`src/rtl/prog_loader_pkg.sv`:
```
// Shared types and widths for the boot-time program loader.
package loader_pkg;

  localparam int BYTE_W = 8;
  localparam int WORD_W = 32;

  typedef enum logic [2:0] {
    LEN_LO,
    LEN_HI,
    DATA,
    WRITE,
    CSUM,
    DONE,
    ERR
  } state_t;

endpackage

```
`src/rtl/prog_loader_if.sv`:
```
// Byte-stream input and instruction-memory write port of the loader.
interface prog_loader_if #(
  parameter int unsigned ADDR_W = 32
);
  import loader_pkg::*;

  logic              in_valid;
  logic [BYTE_W-1:0] in_byte;
  logic              in_ready;
  logic              im_we;
  logic [ADDR_W-1:0] im_addr;
  logic [WORD_W-1:0] im_wdata;

  modport master (
    output in_valid, in_byte,
    input  in_ready, im_we, im_addr, im_wdata
  );

  modport slave (
    input  in_valid, in_byte,
    output in_ready, im_we, im_addr, im_wdata
  );

endinterface

```
`src/rtl/prog_loader_word_packer.sv`:
```
// Assembles four little-endian bytes into one 32-bit word.
module word_packer
  import loader_pkg::*;
(
  input  logic              clk,
  input  logic              reset,
  input  logic              clear,
  input  logic              push,
  input  logic [BYTE_W-1:0] data,
  output logic [WORD_W-1:0] word,
  output logic              full
);

  logic [1:0] lane;

  // full marks the push that completes a word, so the FSM can leave DATA on that edge
  assign full = push && (lane == 2'd3);

  // Shifting right leaves the first byte in the low lane after four pushes
  always_ff @(posedge clk) begin
    if (!reset) begin
      lane <= '0;
      word <= '0;
    end else begin
      if (clear) begin
        lane <= '0;
      end else if (push) begin
        lane <= lane + 2'd1;
      end
      if (push) begin
        word <= {data, word[WORD_W-1:BYTE_W]};
      end
    end
  end

endmodule

```
`src/rtl/prog_loader.sv`:
```
// Loads a framed, checksummed image into instruction memory and holds the CPU in reset until it is verified.
module prog_loader
  import loader_pkg::*;
#(
  parameter int unsigned       ADDR_W      = 32,
  parameter int unsigned       DEPTH_WORDS = 256,
  parameter logic [ADDR_W-1:0] BASE_ADDR   = '0
) (
  input  logic         clk,
  input  logic         reset,
  prog_loader_if.slave bus,
  output logic         cpu_hold,
  output logic         done,
  output logic         error,
  output logic [15:0]  words_loaded
);

  localparam logic [16:0] DEPTH_LIMIT = 17'(DEPTH_WORDS);

  state_t            state;
  logic [15:0]       len;
  logic [7:0]        csum;
  logic [ADDR_W-1:0] addr;
  logic              accept;
  logic              full;
  logic [15:0]       hdr_len;

  assign bus.in_ready = (state == LEN_LO) || (state == LEN_HI) ||
                        (state == DATA)   || (state == CSUM);
  assign accept       = bus.in_valid && bus.in_ready;
  assign hdr_len      = {bus.in_byte, len[7:0]};

  assign bus.im_we    = (state == WRITE);
  assign bus.im_addr  = addr;
  assign cpu_hold     = (state != DONE);
  assign done         = (state == DONE);
  assign error        = (state == ERR);

  word_packer u_packer (
    .clk   (clk),
    .reset (reset),
    .clear (state != DATA),
    .push  (accept && (state == DATA)),
    .data  (bus.in_byte),
    .word  (bus.im_wdata),
    .full  (full)
  );

  // The checksum byte itself is excluded from the running XOR
  always_ff @(posedge clk) begin
    if (!reset) begin
      state        <= LEN_LO;
      len          <= '0;
      csum         <= '0;
      addr         <= BASE_ADDR;
      words_loaded <= '0;
    end else begin
      if (accept && (state != CSUM)) begin
        csum <= csum ^ bus.in_byte;
      end
      case (state)
        LEN_LO: begin
          if (accept) begin
            len[7:0] <= bus.in_byte;
            state    <= LEN_HI;
          end
        end
        LEN_HI: begin
          if (accept) begin
            len <= hdr_len;
            if ({1'b0, hdr_len} > DEPTH_LIMIT) begin
              state <= ERR;
            end else if (hdr_len == 16'd0) begin
              state <= CSUM;
            end else begin
              state <= DATA;
            end
          end
        end
        DATA: begin
          if (full) begin
            state <= WRITE;
          end
        end
        WRITE: begin
          words_loaded <= words_loaded + 16'd1;
          addr         <= addr + ADDR_W'(4);
          state        <= (words_loaded + 16'd1 == len) ? CSUM : DATA;
        end
        CSUM: begin
          if (accept) begin
            state <= (bus.in_byte == csum) ? DONE : ERR;
          end
        end
        default: begin
        end
      endcase
    end
  end

endmodule

```
`src/flat_wrapper.sv`:
```
// flat-port wrapper written by rule: the top's interface ports become plain ports
module prog_loader_flat import loader_pkg::*;
#(
  parameter int unsigned       ADDR_W      = 32,
  parameter int unsigned       DEPTH_WORDS = 256,
  parameter logic [ADDR_W-1:0] BASE_ADDR   = '0
)
  (clk, reset, cpu_hold, done, error, words_loaded, bus_in_valid, bus_in_byte, bus_in_ready, bus_im_we, bus_im_addr, bus_im_wdata);
  prog_loader_if #(.ADDR_W(ADDR_W)) bus_i ();
  input  logic clk;
  input  logic reset;
  output logic cpu_hold;
  output logic done;
  output logic error;
  output logic [15:0] words_loaded;
  input wire logic [$bits(bus_i.in_valid)-1:0] bus_in_valid;
  input wire logic [$bits(bus_i.in_byte)-1:0] bus_in_byte;
  output wire logic [$bits(bus_i.in_ready)-1:0] bus_in_ready;
  output wire logic [$bits(bus_i.im_we)-1:0] bus_im_we;
  output wire logic [$bits(bus_i.im_addr)-1:0] bus_im_addr;
  output wire logic [$bits(bus_i.im_wdata)-1:0] bus_im_wdata;
  assign bus_i.in_valid = bus_in_valid;
  assign bus_i.in_byte = bus_in_byte;
  assign bus_in_ready = bus_i.in_ready;
  assign bus_im_we = bus_i.im_we;
  assign bus_im_addr = bus_i.im_addr;
  assign bus_im_wdata = bus_i.im_wdata;
  prog_loader #(.ADDR_W(ADDR_W), .DEPTH_WORDS(DEPTH_WORDS), .BASE_ADDR(BASE_ADDR)) u_core (.clk(clk), .reset(reset), .bus(bus_i), .cpu_hold(cpu_hold), .done(done), .error(error), .words_loaded(words_loaded));
endmodule
```
`config.mk`:
```
export PLATFORM = sky130hd
export DESIGN_NAME = prog_loader_flat
export DESIGN_NICKNAME = d
export VERILOG_FILES = /design/src/rtl/prog_loader_pkg.sv /design/src/rtl/prog_loader_if.sv /design/src/rtl/prog_loader_word_packer.sv /design/src/rtl/prog_loader.sv /design/src/flat_wrapper.sv
export SDC_FILE = /design/constraint.sdc
export NUM_CORES = 1
export LEC_CHECK = 0
export BUFFER_PORTS_ARGS = -buffer_cell sky130_fd_sc_hd__clkbuf_2
export CELL_PAD_IN_SITES_DETAIL_PLACEMENT = 1
export CELL_PAD_IN_SITES_GLOBAL_PLACEMENT = 1
export CORE_MARGIN = 2
export CORE_UTILIZATION = 30
export CTS_CLUSTER_DIAMETER = 30
export DETAILED_ROUTE_END_ITERATION = 12
export MAX_ROUTING_LAYER = met4
export PLACE_DENSITY = 0.63
export SLEW_MARGIN = 5
export SYNTH_ARGS = -nofsm -noshare
export SYNTH_HDL_FRONTEND = slang
export SYNTH_HIERARCHICAL = 1
export SYNTH_SLANG_ARGS = --single-unit
```
`constraint.sdc`:
```
create_clock -name clk -period 2.4 [get_ports clk]
set_clock_uncertainty 0.2 [all_clocks]
set_input_delay 0.12 -clock clk [delete_from_list [all_inputs] [get_ports clk]]
set_output_delay 0.12 -clock clk [all_outputs]
set_load 0.03 [all_outputs]
```
* After elaboration in Yosys (flattened, before gate mapping)
Index checks and enable logic that the tools add are counted.
** Storage, ports and cells
- Bits in registers :: 109
- Word-level logic and storage cells :: 56
- Input bits :: 11
- Output and inout port bits :: 85
** Operators by class
- Muxes and demuxes :: 11
- $add $sub $neg :: 3
- Order comparisons :: 1
- Reductions and logical operators :: 14
- Bitwise logic cells :: 3
- Equality and inequality tests :: 16
** Operators by type and width (number)
- $add 32x3->32 const B :: 1
- $mux 3 :: 7
- $add 16x1->16 const B :: 1
- $eq 16x16->1 :: 1
- $gt 16x9->1 const B :: 1
- $logic_not 16->1 :: 1
- $pmux 8 s2 :: 1
- $pmux 3 s5 :: 1
- $eq 3x3->1 const B :: 3
- $eq 8x8->1 :: 1
- $mux 8 :: 1
- $ne 2x1->1 const B :: 4
- $xor 8x8->8 :: 1
- $eq 3x2->1 const B :: 2
- $ne 3x3->1 const B :: 2
- $reduce_and 5->1 :: 1
- $reduce_bool 5->1 :: 1
- $logic_and 1x1->1 :: 4
- $eq 3x1->1 const B :: 1
- $logic_not 3->1 :: 1
- $logic_or 1x1->1 :: 3
- $ne 3x2->1 const B :: 1
- $reduce_and 3->1 :: 1
- $add 2x1->2 const B :: 1
- 5 further kinds :: 6

* Longest topological paths before layout
Gate-level depths: netlist of the first run.
- Depth after elaboration :: 9
- Gate-level depth with buffers :: 11
- Gate-level depth less buffers :: 8

* By module
Netlist of the first run, hierarchy kept.
** Modules (own cells, without submodules)
- prog_loader :: times used 1, sequential area each 1461.4 um^2, area an instance 4016.4 um^2, cells an instance 473
- word_packer :: times used 1, sequential area each 680.7 um^2, area an instance 1335.0 um^2, cells an instance 112

* Worst setup path before layout of the first run
OpenSTA, ideal clock, no wires.
- Kind :: reg2reg
- From :: register u_core.words_loaded[0]
- To :: register u_core.state[1]
- Setup time :: 0.121 ns
- Slack :: 0.004 ns
- Path buffers :: 1
- Clock period less this slack :: 2.396 ns
- Stages on the path, launching flop included :: 9
- Data required time :: 2.079 ns
- Arrival :: 2.075 ns
- Cells stage by stage :: dfxtp_1 > ha_1 > and3_1 > buf_6 > a31oi_1 > a2111oi_0 > o2111ai_1 > a21oi_1 > a21oi_1
** Between the ends
- Cells in the longest elaborated chain, start to end :: 4
** Ends and longest elaborated chain
- start, declared :: line prog_loader.sv:15 : output logic [15:0] words_loaded
- start signal, assigned :: line prog_loader.sv:86 : words_loaded <= words_loaded + 16'd1;
- $add 16x1->16 :: line prog_loader.sv:88 : state <= (words_loaded + 16'd1 == len) ? CSUM : DATA;
- $eq 16x16->1 :: line prog_loader.sv:88
- $mux 3 :: line prog_loader.sv:88
- $pmux 3 s5 :: line prog_loader.sv:61 : case (state)
- end signal, assigned :: line prog_loader.sv:88
- end signal, assigned :: line prog_loader.sv:92 : state <= (bus.in_byte == csum) ? DONE : ERR;
- end, declared :: line prog_loader.sv:20 : state_t state;
No other way between the ends.
A chain may end at the register's enable or synchronous reset.

* Worst setup path in the final report of the first run
- From :: register u_core.words_loaded[0]
- To :: register u_core.state[2]
Same word-level chain as after synthesis.

==> summary.txt, run 1 <==
Run status
  – Status: completed

Worst setup path
  – Critical Path AT: 2.27 ns
  – Worst path required time: 2.45 ns
  – FF-to-FF Start: u_core/words_loaded[0]
  – Crit-path slowest cell: dfxtp_1
  – Cell Chain, Critical Path: ha_1 > and3_1 > buf_4 > a21boi_0 > o21ba_2 > o211ai_1 > and4bb_1 > a21bo_1
  – Crit end category: flop
  – Reg2reg path depth: 8
  – Reg2reg setup slack: 0.18 ns
  – CP max stage delay: 0.35 ns
  – Critical path class: reg2reg
  – Crit path launch type: flop
  – Reg2reg end: u_core/state[2]
  – Critical Path Source: u_core/words_loaded[0]
  – Critical path peak fanout: 6

Clock tree
  – Post-cts resize count: 0
  – CTS H-tree lvls: 3
  – Root buf cell: clkbuf_16
  – CTS tree: done
  – Clock sink count: 107
  – Num CTS Buffers: 9
  – Setup bufs post-CTS: 0
  – Latest clock arrival within the worst-skew pair: 0.35 ns
  – Longest Clk Path Bufs: 2
  – Clock-pin slew on the worst setup and hold paths: 0.08 ns

Run
  – Max Cap Viol: 0

Timing
  – Count of final setup violators: 0
  – Max Fclk: 0.451 GHz
  – Final Slew Violations: 0
  – Slew headroom: 60.7%
  – RSZ-0062 raised after global routing: no
  – Worst Tran Pin Value: 0.588 ns
  – Hold Vio Cnt, Final: 0
  – Setup TNS: 0 ns
  – Tcrit/Tclk final: 92.3%
  – Min Tclk post-route: 2.22 ns

Cells and area
  – Utilization after layout: 37.3%
  – Area Growth Syn to Fin: 21.1%
  – Most common cell after layout, fill and taps aside: dfxtp_1
  – Post-layout nets: 703
  – Final instance count without filler cells: 919
  – Fin area: 0.00648 mm²
  – Number of fill cells: 2043
  – Antenna cell count: 0
  – Share of layout cells above drive strength 1: 20.6%
  – Most frequent cells in the layout: dfxtp_1 (107), clkbuf_2 (93), nand2_1 (71)

Logic synthesis
  – Syn Inst Count: 585
  – Cell accounting for the most synthesized area: dfxtp_1
  – Adder-Cell Fraction of Synth Area: 0.701%
  – Synth top area cells: dfxtp_1 (40%), xnor2_1 (9.2%), mux2i_1 (6.2%)
  – Synthesized area: 0.00535 mm²
  – Post-synthesis sequential area ratio: 40.0%
  – Synth top area share: 40.0%
  – Post-synthesis mux area share: 6.38%
  – Synth cell types: 61
  – Post-Synth Simple-Gate Area: 27.1%
  – EDFF count, synth: 0
  – Synth warn: 6
  – Asr flop ratio synth: 0%
  – Xor/xnor share of the synthesized area: 12.7%
  – Largest family of logic cells by synthesized area: simple AND/OR/NAND/NOR gates
  – #FFs+latches synth: 107
  – Main synth FF type: dfxtp_1
  – Syn_area_per_cell: 9.15 µm²
  – Compound-Gate Fraction of Synth Area: 8.56%

Die
  – Initial Util: 30.8%
  – Core area: 0.0174 mm²
  – Die extent in x: 138 µm
  – # rows: 48
  – Total die area: 0.0189 mm²
  – Ports: 96
  – Die span in y: 138 µm

Placement
  – Cells after DPL: 895
  – PortBufs: 93
  – RD Place Congestion: 0.959
  – Post-DP HPWL: 10.8 mm
  – Post-DP Area: 0.00608 mm²

Route
  – Via count: 4429
  – Vias/cell: 4.82
  – DRC: 0
  – Routed wire per std cell: 15.4 µm
  – Detailed Route Iter0 Violations: 235
  – Routed Antenna Nets: 0
  – Final WL: 14.1 mm
  – Drt first pass iters: 4

Worst hold path
  – Worst hold start: bus_in_valid
  – Min-Delay Path Depth: 4
  – HP Class: in2reg
  – Hold endpoint: u_core/state[0]

Global route
  – First-pass GRT wire length: 23.0 mm
  – Gr usage total: 15.9%
  – Number of global-route vias before repair: 4482
  – Gr ovfl total: 0
  – Largest net degree at the start of global routing: 35
  – Initial antenna violation count: 0

Power
  – Leak: 2.58 nW
  – Peak VDD IR: 0.347 mV
  – Overall Power: 0.00369 W
  – PwrDens: 569 mW/mm²
[Yosys cell counts, types with 11 or more instances]
| master | count |
|---|---|
| a21boi_0 | 22 |
| and2_1 | 49 |
| clkbuf_1 | 14 |
| dfxtp_1 | 107 |
| mux2i_1 | 33 |
| nand2_1 | 71 |
| nand3_1 | 21 |
| nor2_1 | 23 |
| nor2b_1 | 36 |
| nor3_1 | 11 |
| xnor2_1 | 56 |
| xor2_1 | 19 |
[sequential cells by signal (all words and copies together), names as in the netlist]
name / cells
u_core/len: 16
u_core/bus.im_addr: 30
u_core/words_loaded: 16
u_core/state: 3
u_core/u_packer/word: 32
u_core/csum: 8
u_core/u_packer/lane: 2
[critical path, delay by kind of cell (launching register included)]
| family | cells | cell delay, ns |
|---|---|---|
| compound gates | 4 | 0.65 |
| simple gates | 2 | 0.51 |
| fa+ha+maj | 1 | 0.23 |
| flops | 1 | 0.35 |
| buf+inv | 1 | 0.19 |
[layer usage]
| metal | global-route usage, % | part of all wire, % | up-vias |
|---|---|---|---|
| met5 | - | 0 | - |
| met4 | 5.78 | 1.4 | 0 |
| met3 | 1.99 | 2.5 | 13 |
| met2 | 26.6 | 50 | 72 |
| met1 | 19.6 | 46 | 2149 |
| li1 | - | - | 2195 |
[metrics by stage]
| step | setup slack [ns] | hold WS (ns) |
|---|---|---|
| after floorplan | 0.00405 | 0.0482 |
| after global placement | 0.235 | 0.265 |
| after detailed placement | 0.173 | 0.285 |
| after CTS | 0.174 | 0.0403 |
| after global routing | 0.0123 | 0.0612 |
| final | 0.184 | 0.0720 |
[report_power, final]
group          internal, W  switching (W)  total [W]
clock             0.000754       0.000783    0.00154
combinational     0.000139       0.000169   0.000308
sequential         0.00181      0.0000350    0.00184
total              0.00270       0.000987    0.00369
[worst max-delay path by stage]
stage / cells after the start / slack (ns) / end
after global placement: 6 / 0.23 / u_core/state[1]
after detailed placement: 6 / 0.17 / u_core/state[1]
after floorplan: 8 / 0.004 / u_core/state[1]
final: 8 / 0.18 / u_core/state[2]
after global routing: 6 / 0.01 / u_core/state[1]
after CTS: 6 / 0.17 / u_core/state[1]
[layout make-up]
| cell class | count | area [µm²] | area share [%] |
|---|---|---|---|
| Timing Repair Buffer | 123 | 723 | 11.2 |
| Sequential cell | 107 | 2140 | 33.1 |
| Inverter | 9 | 33.8 | 0.521 |
| Clock inverter | 7 | 93.8 | 1.45 |
| Tap cell | 225 | 282 | 4.35 |
| Clock buffer | 9 | 225 | 3.48 |
| Multi-Input combinational cell | 439 | 2980 | 46.0 |
[timing repair]
| action | in CTS | in global routing |
|---|---|---|
| hold buffers | 8 | 0 |
| endpoints found under the hold margin | 24 | 0 |
| setup endpoints to repair | 0 | 0 |
[cells by family after synthesis]
kind of cell | count (synthesis)
AO/OA/AOI/OAI | 66
XOR/XNOR | 76
adder cells (fa/ha/maj) | 3
buffers and inverters | 40
flip-flops | 107
multiplexers | 34
other | 1
AND/OR/NAND/NOR | 258
(Power assumes the default switching activity.)
==> run 2: changes to the inputs <==
- clock period: 2.4 -> 2.47 ns (I/O delays scaled with it)
==> summary.txt, run 2 (synthesized netlist as in run 1, its figures left out) <==
Power
  – Clock power share: 41.9% (+0.2 points)
  – Leak: 2.57 nW (-0.47%)
  – Comb pwr share: 8.4% (about the same)
  – Net Sw Frac: 27.1% (+0.35 points)
  – Peak VDD IR: 0.329 mV (-5.1%)
  – Net switching power: 0.000977 W (-1.0%)
  – PwrDens: 558 mW/mm² (-2.0%)
  – Flop pwr share: 49.7% (-0.3 points)
  – Internal cell power: 0.00263 W (-2.8%)

Die
  – Core area: 0.0174 mm² (unchanged)
  – Total die area: 0.0189 mm² (unchanged)
  – Die span in y: 138 µm (unchanged)
  – Die extent in x: 138 µm (unchanged)
  – # rows: 48 (unchanged)
  – Ports: 96 (unchanged)
  – Initial Util: 30.8% (unchanged)

Timing
  – Hold Vio Cnt, Final: 0 (unchanged)
  – RSZ-0062 raised after global routing: no
  – Min Tclk post-route: 2.25 ns (+0.0302 ns)
  – Count of final setup violators: 0 (unchanged)
  – Max Fclk: 0.445 GHz (-1.3%)
  – Final Slew Violations: 0 (unchanged)
  – Slew headroom: 58.6% (-2.1 points)
  – Tcrit/Tclk final: 90.9% (-1.4 points)
  – Worst Tran Pin Value: 0.619 ns (+0.0311 ns)
  – Setup TNS: 0 ns (unchanged)

Worst setup path
  – Critical path class: reg2reg
  – Reg2reg setup slack: 0.22 ns (+0.04 ns)
  – Crit path launch type: flop
  – FF-to-FF Start: u_core/words_loaded[0]
  – Setup crit end: u_core/state[2]
  – Critical path peak fanout: 7 (+1)
  – Worst path required time: 2.53 ns (+0.08 ns)
  – Critical Path AT: 2.31 ns (+0.04 ns)
  – Reg2reg end: u_core/state[2]
  – Reg2reg path depth: 8 (unchanged)
  – Crit end category: flop
  – Critical Path Source: u_core/words_loaded[0]

Route
  – Final WL: 14.4 mm (+2.3%)
  – Routed wire per std cell: 15.7 µm (+2.5%)
  – Routed Antenna Nets: 0 (unchanged)
  – Drt first pass iters: 4 (unchanged)
  – Detailed Route Iter0 Violations: 170 (-28%)
  – Via count: 4394 (-0.79%)
  – DRC: 0 (unchanged)
  – Vias/cell: 4.79 (-0.57%)

Run
  – Max Cap Viol: 0 (unchanged)

Cells and area
  – Area Growth Syn to Fin: 20.7%
  – Post-layout nets: 701 (-0.28%)
  – Most common cell after layout, fill and taps aside: dfxtp_1
  – Largest register FFs: 32 (unchanged)
  – Most frequent cells in the layout: dfxtp_1 (107), clkbuf_2 (93), nand2_1 (71)
  – Largest reg by FF count: u_core/u_packer/word
  – Number of fill cells: 2037 (-0.29%)
  – Share of layout cells above drive strength 1: 20.4% (-0.23 points)
  – Utilization after layout: 37.2% (-0.10 points)
  – Antenna cell count: 0 (unchanged)

Clock tree
  – CTS tree: done
  – Latest clock arrival within the worst-skew pair: 0.36 ns (about the same)
  – Root buf cell: clkbuf_16
  – Clock-pin slew on the worst setup and hold paths: 0.08 ns (about the same)
  – Setup bufs post-CTS: 0 (unchanged)
  – Clock sink count: 107 (unchanged)
  – Post-cts resize count: 0 (unchanged)
  – Num CTS Buffers: 9 (unchanged)
  – Longest Clk Path Bufs: 2 (unchanged)
  – CTS H-tree lvls: 3 (unchanged)

Global route
  – Number of global-route vias before repair: 4429 (-1.2%)
  – First-pass GRT wire length: 23.4 mm (+1.8%)
  – Initial antenna violation count: 0 (unchanged)
  – Largest net degree at the start of global routing: 35 (unchanged)
  – Gr usage total: 16.3% (+0.39 points)
  – Gr ovfl total: 0 (unchanged)

Worst hold path
  – Worst hold start: bus_in_valid
  – Min-Delay Path Depth: 4 (unchanged)
  – HP Class: in2reg

Placement
  – RD Place Congestion: 0.906 (-5.6%)
  – PortBufs: 93 (unchanged)
  – Post-DP HPWL: 10.9 mm (+1.4%)

Run status
  – Status: completed
[run 2: changes by cell type in the layout (fill, tap and decap cells not counted)]
cell	delta
inv_12	+1
inv_6	+1
clkinv_8	-1
buf_4	-2
inv_8	-1
[run 2: worst min-delay path by stage]
stage	endpoint	slack (ns)
detailed placement	u_core/len[15]	0.28
global route	u_core/state[2]	0.14
CTS	u_core/state[0]	0.05
global placement	u_core/len[11]	0.27
floorplan	u_core/u_packer/word[20]	0.05
finish	u_core/state[0]	0.06
[run 2: per-stage QoR]
step	power, W	instances	worst slack [ns]	instance area [µm²]	hold slack, ns
2_1_floorplan	0.00203	586	0.0741	5360	0.0517
3_3_place_gp	0.00212	893	0.291	6060	0.273
3_5_place_dp	0.00213	893	0.261	6060	0.283
4_1_cts	0.00367	917	0.243	6460	0.0507
5_1_grt	0.00377	917	0.0825	6460	0.139
6_report	0.00360	917	0.224	6460	0.0573
[run 2: final cells by class]
| class | instances | area, µm² | share of cell area, % |
|---|---|---|---|
| Clock buffer | 9 | 225 | 3.49 |
| Sequential cell | 107 | 2140 | 33.2 |
| Clock inverter | 7 | 91.3 | 1.41 |
| Inverter | 9 | 33.8 | 0.523 |
| Timing Repair Buffer | 121 | 708 | 11.0 |
| Multi-Input combinational cell | 439 | 2980 | 46.1 |
| Tap cell | 225 | 282 | 4.36 |
[run 2: routing by layer]
metal | share of wire, % | GRT usage, % | vias up | routed length (µm)
met3 | 2.8 | 2.65 | 11 | 409
li1 | - | - | 2191 | -
met1 | 47 | 20.2 | 2123 | 6790
met5 | 0 | - | - | 0
met4 | 1.0 | 4.93 | 0 | 149
met2 | 49 | 27.2 | 69 | 7080
[run 2: what timing repair did]
action,in CTS,in global routing
endpoints found under the setup margin,0,0
hold buffers,8,0
hold endpoints to repair,23,0
[run 2: worst max-delay path: stages (launching register included)]
cell,delay (ns)
dfxtp_1,0.32
ha_1,0.26
and3_1,0.26
buf_4,0.18
and4_1,0.19
o22a_1,0.15
o22ai_1,0.16
and4bb_1,0.26
a21bo_1,0.17
[run 2: power by group through the flow]
stage | Combinational (W) | Sequential, W | Clock [W]
2_1_floorplan | 0.000208 | 0.00183 | 0
3_3_place_gp | 0.000287 | 0.00183 | 0
3_5_place_dp | 0.000294 | 0.00183 | 0
4_1_cts | 0.000305 | 0.00179 | 0.00157
5_1_grt | 0.000337 | 0.00180 | 0.00164
6_report | 0.000301 | 0.00179 | 0.00151
